==> src/rtl/sys_ctrl_pkg.sv <==
`timescale 1ns/1ps
`default_nettype none
// ============================================================================
//  Module   : sys_ctrl_pkg
//  Brief    : Shared constants for the system command sequencer: command
//             opcodes, FSM state encoding and reserved ALU operand addresses.
//  Revision : 1.0 - initial release
// ============================================================================
package sys_ctrl_pkg;

    // Framed command opcodes recognised in IDLE
    localparam logic [7:0] CMD_WR      = 8'hAA;
    localparam logic [7:0] CMD_RD      = 8'hBB;
    localparam logic [7:0] CMD_ALU_OP  = 8'hCC;
    localparam logic [7:0] CMD_ALU_NOP = 8'hDD;

    // Sequencer state encoding
    localparam int STATE_WIDTH = 4;
    localparam logic [STATE_WIDTH-1:0] ST_IDLE     = 4'd0;
    localparam logic [STATE_WIDTH-1:0] ST_WR_ADDR  = 4'd1;
    localparam logic [STATE_WIDTH-1:0] ST_WR_DATA  = 4'd2;
    localparam logic [STATE_WIDTH-1:0] ST_RD_ADDR  = 4'd3;
    localparam logic [STATE_WIDTH-1:0] ST_RD_WAIT  = 4'd4;
    localparam logic [STATE_WIDTH-1:0] ST_RD_TX    = 4'd5;
    localparam logic [STATE_WIDTH-1:0] ST_OPA      = 4'd6;
    localparam logic [STATE_WIDTH-1:0] ST_OPB      = 4'd7;
    localparam logic [STATE_WIDTH-1:0] ST_FUN      = 4'd8;
    localparam logic [STATE_WIDTH-1:0] ST_ALU_WAIT = 4'd9;
    localparam logic [STATE_WIDTH-1:0] ST_TX_LO    = 4'd10;
    localparam logic [STATE_WIDTH-1:0] ST_TX_HI    = 4'd11;

    // Register-file locations reserved for the ALU operands
    localparam logic [3:0] ADDR_OPA = 4'h0;
    localparam logic [3:0] ADDR_OPB = 4'h1;

endpackage
`default_nettype wire

==> src/rtl/sys_ctrl.sv <==
`timescale 1ns/1ps
`default_nettype none
// ============================================================================
//  Module   : sys_ctrl
//  Brief    : Command sequencer between UART RX, register file, ALU and TX
//             FIFO. Parses framed byte commands, issues register writes and
//             reads, launches ALU operations and returns results to TX.
//  Revision : 1.0 - initial release
// ============================================================================
module sys_ctrl
    import sys_ctrl_pkg::*;
#(
    parameter int DATA_WIDTH    = 8,
    parameter int ADDR_WIDTH    = 4,
    parameter int ALU_OUT_WIDTH = 16,
    parameter int FUN_WIDTH     = 4
) (
    input  logic                     CLK,
    input  logic                     RST,
    input  logic [DATA_WIDTH-1:0]    RX_P_DATA,
    input  logic                     RX_D_VLD,
    input  logic [DATA_WIDTH-1:0]    RdData,
    input  logic                     RdData_Valid,
    input  logic [ALU_OUT_WIDTH-1:0] ALU_OUT,
    input  logic                     OUT_Valid,
    input  logic                     FIFO_FULL,
    output logic [ADDR_WIDTH-1:0]    Address,
    output logic [DATA_WIDTH-1:0]    WrData,
    output logic                     WrEn,
    output logic                     RdEn,
    output logic [FUN_WIDTH-1:0]     ALU_FUN,
    output logic                     ALU_EN,
    output logic                     CLK_EN,
    output logic [DATA_WIDTH-1:0]    TX_P_DATA,
    output logic                     TX_D_VLD
);

    logic [STATE_WIDTH-1:0]   state;
    logic [STATE_WIDTH-1:0]   next_state;

    // Captured read data and ALU result, held until pushed to TX
    logic [DATA_WIDTH-1:0]    rd_capture;
    logic [ALU_OUT_WIDTH-1:0] alu_result;

    // Next values of the registered outputs
    logic [ADDR_WIDTH-1:0]    next_address;
    logic [DATA_WIDTH-1:0]    next_wr_data;
    logic                     next_wr_en;
    logic                     next_rd_en;
    logic [FUN_WIDTH-1:0]     next_alu_fun;
    logic                     next_alu_en;
    logic                     next_clk_en;
    logic [DATA_WIDTH-1:0]    next_tx_data;
    logic                     next_tx_vld;

    // State register
    always_ff @(posedge CLK or negedge RST) begin
        if (!RST) begin
            state <= ST_IDLE;
        end else begin
            state <= next_state;
        end
    end

    // Next-state decode; bytes arriving in wait/transmit states are ignored
    always_comb begin
        next_state = state;
        case (state)
            ST_IDLE: begin
                if (RX_D_VLD) begin
                    if (RX_P_DATA == DATA_WIDTH'(CMD_WR)) begin
                        next_state = ST_WR_ADDR;
                    end else if (RX_P_DATA == DATA_WIDTH'(CMD_RD)) begin
                        next_state = ST_RD_ADDR;
                    end else if (RX_P_DATA == DATA_WIDTH'(CMD_ALU_OP)) begin
                        next_state = ST_OPA;
                    end else if (RX_P_DATA == DATA_WIDTH'(CMD_ALU_NOP)) begin
                        next_state = ST_FUN;
                    end
                end
            end
            ST_WR_ADDR:  if (RX_D_VLD)     next_state = ST_WR_DATA;
            ST_WR_DATA:  if (RX_D_VLD)     next_state = ST_IDLE;
            ST_RD_ADDR:  if (RX_D_VLD)     next_state = ST_RD_WAIT;
            ST_RD_WAIT:  if (RdData_Valid) next_state = ST_RD_TX;
            ST_RD_TX:    if (!FIFO_FULL)   next_state = ST_IDLE;
            ST_OPA:      if (RX_D_VLD)     next_state = ST_OPB;
            ST_OPB:      if (RX_D_VLD)     next_state = ST_FUN;
            ST_FUN:      if (RX_D_VLD)     next_state = ST_ALU_WAIT;
            ST_ALU_WAIT: if (OUT_Valid)    next_state = ST_TX_LO;
            ST_TX_LO:    if (!FIFO_FULL)   next_state = ST_TX_HI;
            ST_TX_HI:    if (!FIFO_FULL)   next_state = ST_IDLE;
            default:                       next_state = ST_IDLE;
        endcase
    end

    // Output decode: strobes default low, data/address/function hold
    always_comb begin
        next_address = Address;
        next_wr_data = WrData;
        next_wr_en   = 1'b0;
        next_rd_en   = 1'b0;
        next_alu_fun = ALU_FUN;
        next_alu_en  = 1'b0;
        next_tx_data = TX_P_DATA;
        next_tx_vld  = 1'b0;
        case (state)
            ST_WR_ADDR: begin
                if (RX_D_VLD) begin
                    next_address = RX_P_DATA[ADDR_WIDTH-1:0];
                end
            end
            ST_WR_DATA: begin
                if (RX_D_VLD) begin
                    next_wr_data = RX_P_DATA;
                    next_wr_en   = 1'b1;
                end
            end
            ST_RD_ADDR: begin
                if (RX_D_VLD) begin
                    next_address = RX_P_DATA[ADDR_WIDTH-1:0];
                    next_rd_en   = 1'b1;
                end
            end
            ST_RD_TX: begin
                if (!FIFO_FULL) begin
                    next_tx_data = rd_capture;
                    next_tx_vld  = 1'b1;
                end
            end
            ST_OPA: begin
                if (RX_D_VLD) begin
                    next_address = ADDR_WIDTH'(ADDR_OPA);
                    next_wr_data = RX_P_DATA;
                    next_wr_en   = 1'b1;
                end
            end
            ST_OPB: begin
                if (RX_D_VLD) begin
                    next_address = ADDR_WIDTH'(ADDR_OPB);
                    next_wr_data = RX_P_DATA;
                    next_wr_en   = 1'b1;
                end
            end
            ST_FUN: begin
                if (RX_D_VLD) begin
                    next_alu_fun = RX_P_DATA[FUN_WIDTH-1:0];
                    next_alu_en  = 1'b1;
                end
            end
            ST_TX_LO: begin
                if (!FIFO_FULL) begin
                    next_tx_data = alu_result[DATA_WIDTH-1:0];
                    next_tx_vld  = 1'b1;
                end
            end
            ST_TX_HI: begin
                if (!FIFO_FULL) begin
                    next_tx_data = alu_result[ALU_OUT_WIDTH-1:DATA_WIDTH];
                    next_tx_vld  = 1'b1;
                end
            end
            default: begin
                next_tx_vld = 1'b0;
            end
        endcase
        // ALU clock runs for every cycle spent in FUN or ALU_WAIT
        next_clk_en = (next_state == ST_FUN) || (next_state == ST_ALU_WAIT);
    end

    // Output registers
    always_ff @(posedge CLK or negedge RST) begin
        if (!RST) begin
            Address   <= '0;
            WrData    <= '0;
            WrEn      <= 1'b0;
            RdEn      <= 1'b0;
            ALU_FUN   <= '0;
            ALU_EN    <= 1'b0;
            CLK_EN    <= 1'b0;
            TX_P_DATA <= '0;
            TX_D_VLD  <= 1'b0;
        end else begin
            Address   <= next_address;
            WrData    <= next_wr_data;
            WrEn      <= next_wr_en;
            RdEn      <= next_rd_en;
            ALU_FUN   <= next_alu_fun;
            ALU_EN    <= next_alu_en;
            CLK_EN    <= next_clk_en;
            TX_P_DATA <= next_tx_data;
            TX_D_VLD  <= next_tx_vld;
        end
    end

    // Capture returned read data and ALU result while waiting for them
    always_ff @(posedge CLK or negedge RST) begin
        if (!RST) begin
            rd_capture <= '0;
            alu_result <= '0;
        end else begin
            if ((state == ST_RD_WAIT) && RdData_Valid) begin
                rd_capture <= RdData;
            end
            if ((state == ST_ALU_WAIT) && OUT_Valid) begin
                alu_result <= ALU_OUT;
            end
        end
    end

endmodule
`default_nettype wire

==> config.mk <==
export PLATFORM = sky130hd
export DESIGN_NAME = sys_ctrl
export DESIGN_NICKNAME = d
export VERILOG_FILES = /design/src/rtl/sys_ctrl_pkg.sv /design/src/rtl/sys_ctrl.sv
export SDC_FILE = /design/constraint.sdc
export NUM_CORES = 1
export LEC_CHECK = 0
export CAP_MARGIN = 20
export CORE_MARGIN = 10
export CORE_UTILIZATION = 49
export DETAILED_ROUTE_END_ITERATION = 6
export PLACE_DENSITY = 0.83
export SYNTH_ARGS = -nofsm -noshare
export SYNTH_HDL_FRONTEND = slang
export SYNTH_SLANG_ARGS = --single-unit
==> constraint.sdc <==
create_clock -name CLK -period 2.2 [get_ports CLK]
set_input_delay 0.44 -clock CLK [delete_from_list [all_inputs] [get_ports CLK]]
set_output_delay 0.44 -clock CLK [all_outputs]
set_load 0.05 [all_outputs]
-- Word-level counts from Yosys, hierarchy flattened
Cells that the tools add are included.
- flip-flop bits (word level): 57
- input port bits: 38
- output and inout port bits: 29
- word-level logic and storage cells: 79
- equal/unequal tests: 23
- multiplexer cells: 30
- reduce and logical (&&, ||, !) cells: 14
- operators by type and width (cell ; count):
    $mux 4 ; 18
    $pmux 4 s11 ; 1
    $eq 8x8->1 const B ; 4
    $eq 4x4->1 const B ; 6
    $mux 8 ; 3
    $pmux 8 s3 ; 1
    $eq 4x3->1 const B ; 4
    $pmux 4 s3 ; 1
    $ne 2x2->1 const B ; 5
    $eq 4x2->1 const B ; 2
    $reduce_and 4->1 ; 2
    $mux 1 ; 6
    $reduce_bool 3->1 ; 2
    $reduce_or 3->1 ; 2
    $eq 4x1->1 const B ; 1
    $logic_not 4->1 ; 1
    $reduce_and 2->1 ; 2
    $reduce_or 2->1 ; 2
    $logic_and 1x1->1 ; 2
    $ne 2x1->1 const B ; 1
    $logic_or 1x1->1 ; 1

-- Logic depth before layout (Yosys ltp)
- word-level depth: 9
- gate-level depth with buffers: 6
- depth with buffers taken out: 4

-- Worst setup path before layout
OpenSTA, ideal clock, no wires.
- path type: input to register
- from: input port RX_P_DATA[2]
- to: register CLK_EN
- arrival: 1.527 ns
- path slack: 0.550 ns
- cell stages on the path: 4
- path buffers: 0
- cell sequence: or4bb_1 > o32ai_1 > a21oi_1 > o221a_1
- longest elaborated chain between the ends: 9
- RTL lines (item ; RTL line ; source):
    start: declaration ; sys_ctrl.sv:20 ; input logic [DATA_WIDTH-1:0] RX_P_DATA,
    $eq 8x8->1 ; sys_ctrl.sv:77 ; end else if (RX_P_DATA == DATA_WIDTH'(CMD_ALU_NOP)) begin
    $mux 4 ; sys_ctrl.sv:77 ;
    $mux 4 ; sys_ctrl.sv:75 ; end else if (RX_P_DATA == DATA_WIDTH'(CMD_ALU_OP)) begin
    $mux 4 ; sys_ctrl.sv:73 ; end else if (RX_P_DATA == DATA_WIDTH'(CMD_RD)) begin
    $mux 4 * ; sys_ctrl.sv:71 ; if (RX_P_DATA == DATA_WIDTH'(CMD_WR)) begin
    $mux 4 * ; sys_ctrl.sv:70 ; if (RX_D_VLD) begin
    $pmux 4 s11 * ; sys_ctrl.sv:68 ; case (state)
    $eq 4x4->1 ; sys_ctrl.sv:168 ; next_clk_en = (next_state == ST_FUN) || (next_state == ST_ALU_WAIT);
    $logic_or 1x1->1 * ; sys_ctrl.sv:168 ;
    via next_clk_en ; sys_ctrl.sv:52 ; logic next_clk_en;
    end signal: assignment ; sys_ctrl.sv:190 ; CLK_EN <= next_clk_en;
    end: declaration ; sys_ctrl.sv:33 ; output logic CLK_EN,
Mark *: on every way through the listed nets, which the timed path passes. The rest lies on a longest branch.
A chain may end at the register's enable or synchronous reset.

-- Final worst setup path
- from: register ALU_FUN[1]
- to: output port ALU_FUN[1]
- RTL lines (item ; RTL line ; source):
    start: declaration ; sys_ctrl.sv:31 ; output logic [FUN_WIDTH-1:0] ALU_FUN,
    start signal: assignment ; sys_ctrl.sv:188 ; ALU_FUN <= next_alu_fun;
No word-level cell between the ends.

==> results by group <==
Synth
  – Top cell types by occurrence after synthesis: 57 x dfrtp_1, 37 x mux2_2, 20 x o21ai_0
  – Post-Synthesis Cell Area: 2670 µm²
  – Syn avg cell area: 11.7 µm²
  – Synth Warn #: 0
  – Main combinational cell family by area after synthesis: multiplexers
  – Sequential share of the synthesized area: 53.5%
  – Post-synthesis cell type count: 37
  – Compound-cell area share of the yosys netlist: 9.15%
  – Synthesized flop and latch total: 57
  – Synth area leaders: dfrtp_1 54%, mux2_2 16%, mux2i_1 4.1%
  – XOR/XNOR Fraction of Synth Area: 0.329%
  – Top-count cell post-synth: dfrtp_1
  – Top_reg_cell synth: dfrtp_1
  – Asr flop ratio synth: 100%
  – Post-synth EDFFs: 0
  – Synth Area in Simple Gates: 13.3%
  – Area share of fa/ha/maj cells after synthesis: 0%
  – Mux contribution to synthesized area: 19.8%
  – Net Count, Synth: 265
  – Mapped Cells: 227
  – Yosys top cell by area: dfrtp_1
  – Post-synth top area share: 53.5%

Layout
  – Nets: 339
  – Fraction of layout cells with a size suffix above 1: 22.9%
  – Fill cells: 371
  – P&R area growth vs syn: 38.2%
  – Finished Cell Area: 3680 µm²
  – Finished Layout Cells: 376
  – Antenna Cells: 0

CTS
  – Post-CTS sizing: 0
  – CTS tree: built
  – Num CTS Buffers: 9
  – Postcts setup bufs: 0
  – H-tree levels: 3
  – Root buf cell: clkbuf_8
  – Clock Path Buffers: 2
  – Sink Count: 57
  – Clock latency at the later pin of the worst-skew pair: 340 ps
  – Clock Pin Slew Worst Setup and Hold Paths: 70 ps
  – Hold_buf cts: 0

Power
  – Comb pwr share: 43.9%
  – Total power: 0.00526 W
  – Power per standard cell area: 1430 nW/µm²
  – Pint: 0.00318 W
  – P_sw: 0.00208 W
  – Switching share of power: 39.5%
  – Clock share of power: 23.8%
  – Seq pwr share: 32.4%
  – Maximum vdd drop: 0.00102 V
  – P_leak: 1.65 nW

Placement
  – Gp weighted congestion: 0.784
  – Placed instance area: 3430 µm²
  – Dpl cells: 360
  – DP HPWL: 4770 µm
  – I/O Buffers: 66

Detailed routing
  – Via Count: 2010
  – Antenna-violating nets left: 0
  – DR WL/cell: 17.5 µm
  – DR pass1 iterations: 4
  – Drc violations: 0
  – Vias per inst: 5.35
  – DRT iter0 DRCs: 157
  – WL final: 6570 µm

Die
  – I/O pin total: 67
  – Die area: 8790 µm²
  – Row cnt: 26
  – Die H: 93.8 µm
  – Die W: 93.8 µm
  – Core area: 5200 µm²
  – Initial Util: 51.2%

STA
  – Setup violators final: 0
  – Final Hold Fails: 0
  – Setup TNS Final: 0 ps
  – Hold WS: 89.3 ps
  – Max-slew violation count: 0
  – Worst slew margin: 60.5%
  – Slew @ Worst Pin: 593 ps
  – Fmax: 509 MHz
  – Crit path time final: 1970 ps
  – Clock Skews: 7.63 ps
  – RSZ-0062 raised after global routing: no
  – Fin crit share: 89.3%

Global routing
  – Grt met3 use: 5.20%
  – First-pass GRT wire length: 10700 µm
  – Largest net degree at the start of global routing: 35
  – GR Util met1: 18.0%
  – Most Crowded Layer GR: met2
  – Vias in the first global route: 2104
  – Initial antenna violation count: 0
  – Met2 GRT Util: 25.2%
  – Gr usage total: 15.5%
  – Global route total overflow: 0

Setup path
  – Crit-path cells: clkdlybuf4s50_1
  – CP max stage cell: clkdlybuf4s50_1
  – FF-to-FF End: CLK_EN$_DFF_PN0_
  – Maximum net fanout on the critical path: 2
  – Reg2reg start: state[1]$_DFF_PN0_
  – CP Depth: 1
  – Startpoint types: register
  – Bufs and invs on worst path: 1
  – Reg2Reg Depth: 4
  – Crit Path Category: register to output port
  – Critical Path AT: 1530 ps
  – Worst Setup EP: ALU_FUN[1]
  – CP endpoint kind: output port
  – Worst path top cell family by delay: buffers and inverters
  – Worst reg2reg setup slack: 280 ps
  – Critical Path RT: 1760 ps
  – Crit. Startpoint: ALU_FUN[1]$_DFFE_PN0P_
  – Slowest stage delay, CP: 830 ps

Job
  – Max cap viols: 0

Outcome
  – Status: finished clean

Worst hold path
  – Type of the tightest min-delay check: input port to async pin
==> cells in the final DEF, fill, tap and decap left out, types with 6 or more instances in the layout <==
master,Yosys,final
nand3_1,6,6
a21oi_1,11,11
mux2i_1,11,11
mux2_2,37,37
nand2_1,13,13
buf_4,1,10
nor2_1,14,14
o21ai_0,20,20
inv_1,8,8
dfrtp_1,57,57
clkbuf_8,0,11
clkdlybuf4s50_1,0,65
==> registers in the layout (all words and copies together), names as in the netlist <==
register    flops
rd_capture      8
state           4
TX_D_VLD        1
Address         4
CLK_EN          1
RdEn            1
WrData          8
ALU_FUN         4
ALU_EN          1
TX_P_DATA       8
WrEn            1
alu_result     16
==> cell families after synthesis <==
| group | Yosys count |
|---|---|
| xor gates and xnor gates | 1 |
| and+or+nand+nor | 58 |
| DFF | 57 |
| muxes | 48 |
| AOI/OAI and AO/OA | 41 |
| buffers and inverters | 22 |
==> cell type report <==
type	instances	area, µm²	area share [%]
Sequential cell	57	1430	38.7
Clock buffer	12	155	4.21
Tap cell	70	87.6	2.38
Timing Repair Buffer	77	751	20.4
Multi-Input combinational cell	148	1130	30.8
Clock inverter	4	98.8	2.68
Inverter	8	30.0	0.815
==> metrics by stage <==
stage | utilization, % | worst slack [ps]
after floorplan | - | 550
after global placement | 65.9 | 43.7
after detailed placement | 65.9 | 8.13
after CTS | 70.7 | 215
after global routing | 70.7 | 185
final | 70.7 | 235
==> power by group through the flow <==
stage	registers, W	logic (W)	clock network, W
after global placement	0.00169	0.00228	0
final	0.00170	0.00231	0.00125
after floorplan	0.00240	0.000842	0
after CTS	0.00170	0.00233	0.00126
after detailed placement	0.00172	0.00231	0
after global routing	0.00176	0.00245	0.00131
==> per-layer routing <==
| layer | up-vias | share of wire (%) |
|---|---|---|
| li1 | 963 | - |
| met4 | 0 | 1.3 |
| met2 | 64 | 50 |
| met3 | 7 | 7.3 |
| met1 | 976 | 42 |
| met5 | - | 0 |
==> worst min path at each step <==
stage | startpoint | endpoint | slack, ps | depth (start not counted)
2_1_floorplan | RST | ALU_EN$_DFF_PN0_ | 140 | 0
3_3_place_gp | RST | WrData[1]$_DFFE_PN0P_ | 460 | 1
3_5_place_dp | RST | WrData[1]$_DFFE_PN0P_ | 460 | 1
4_1_cts | RST | alu_result[7]$_DFFE_PN0P_ | 100 | 1
5_1_grt | RST | WrData[2]$_DFFE_PN0P_ | 110 | 1
6_report | RST | WrData[1]$_DFFE_PN0P_ | 90 | 1
Note: power is estimated with default switching activity, not from simulation.
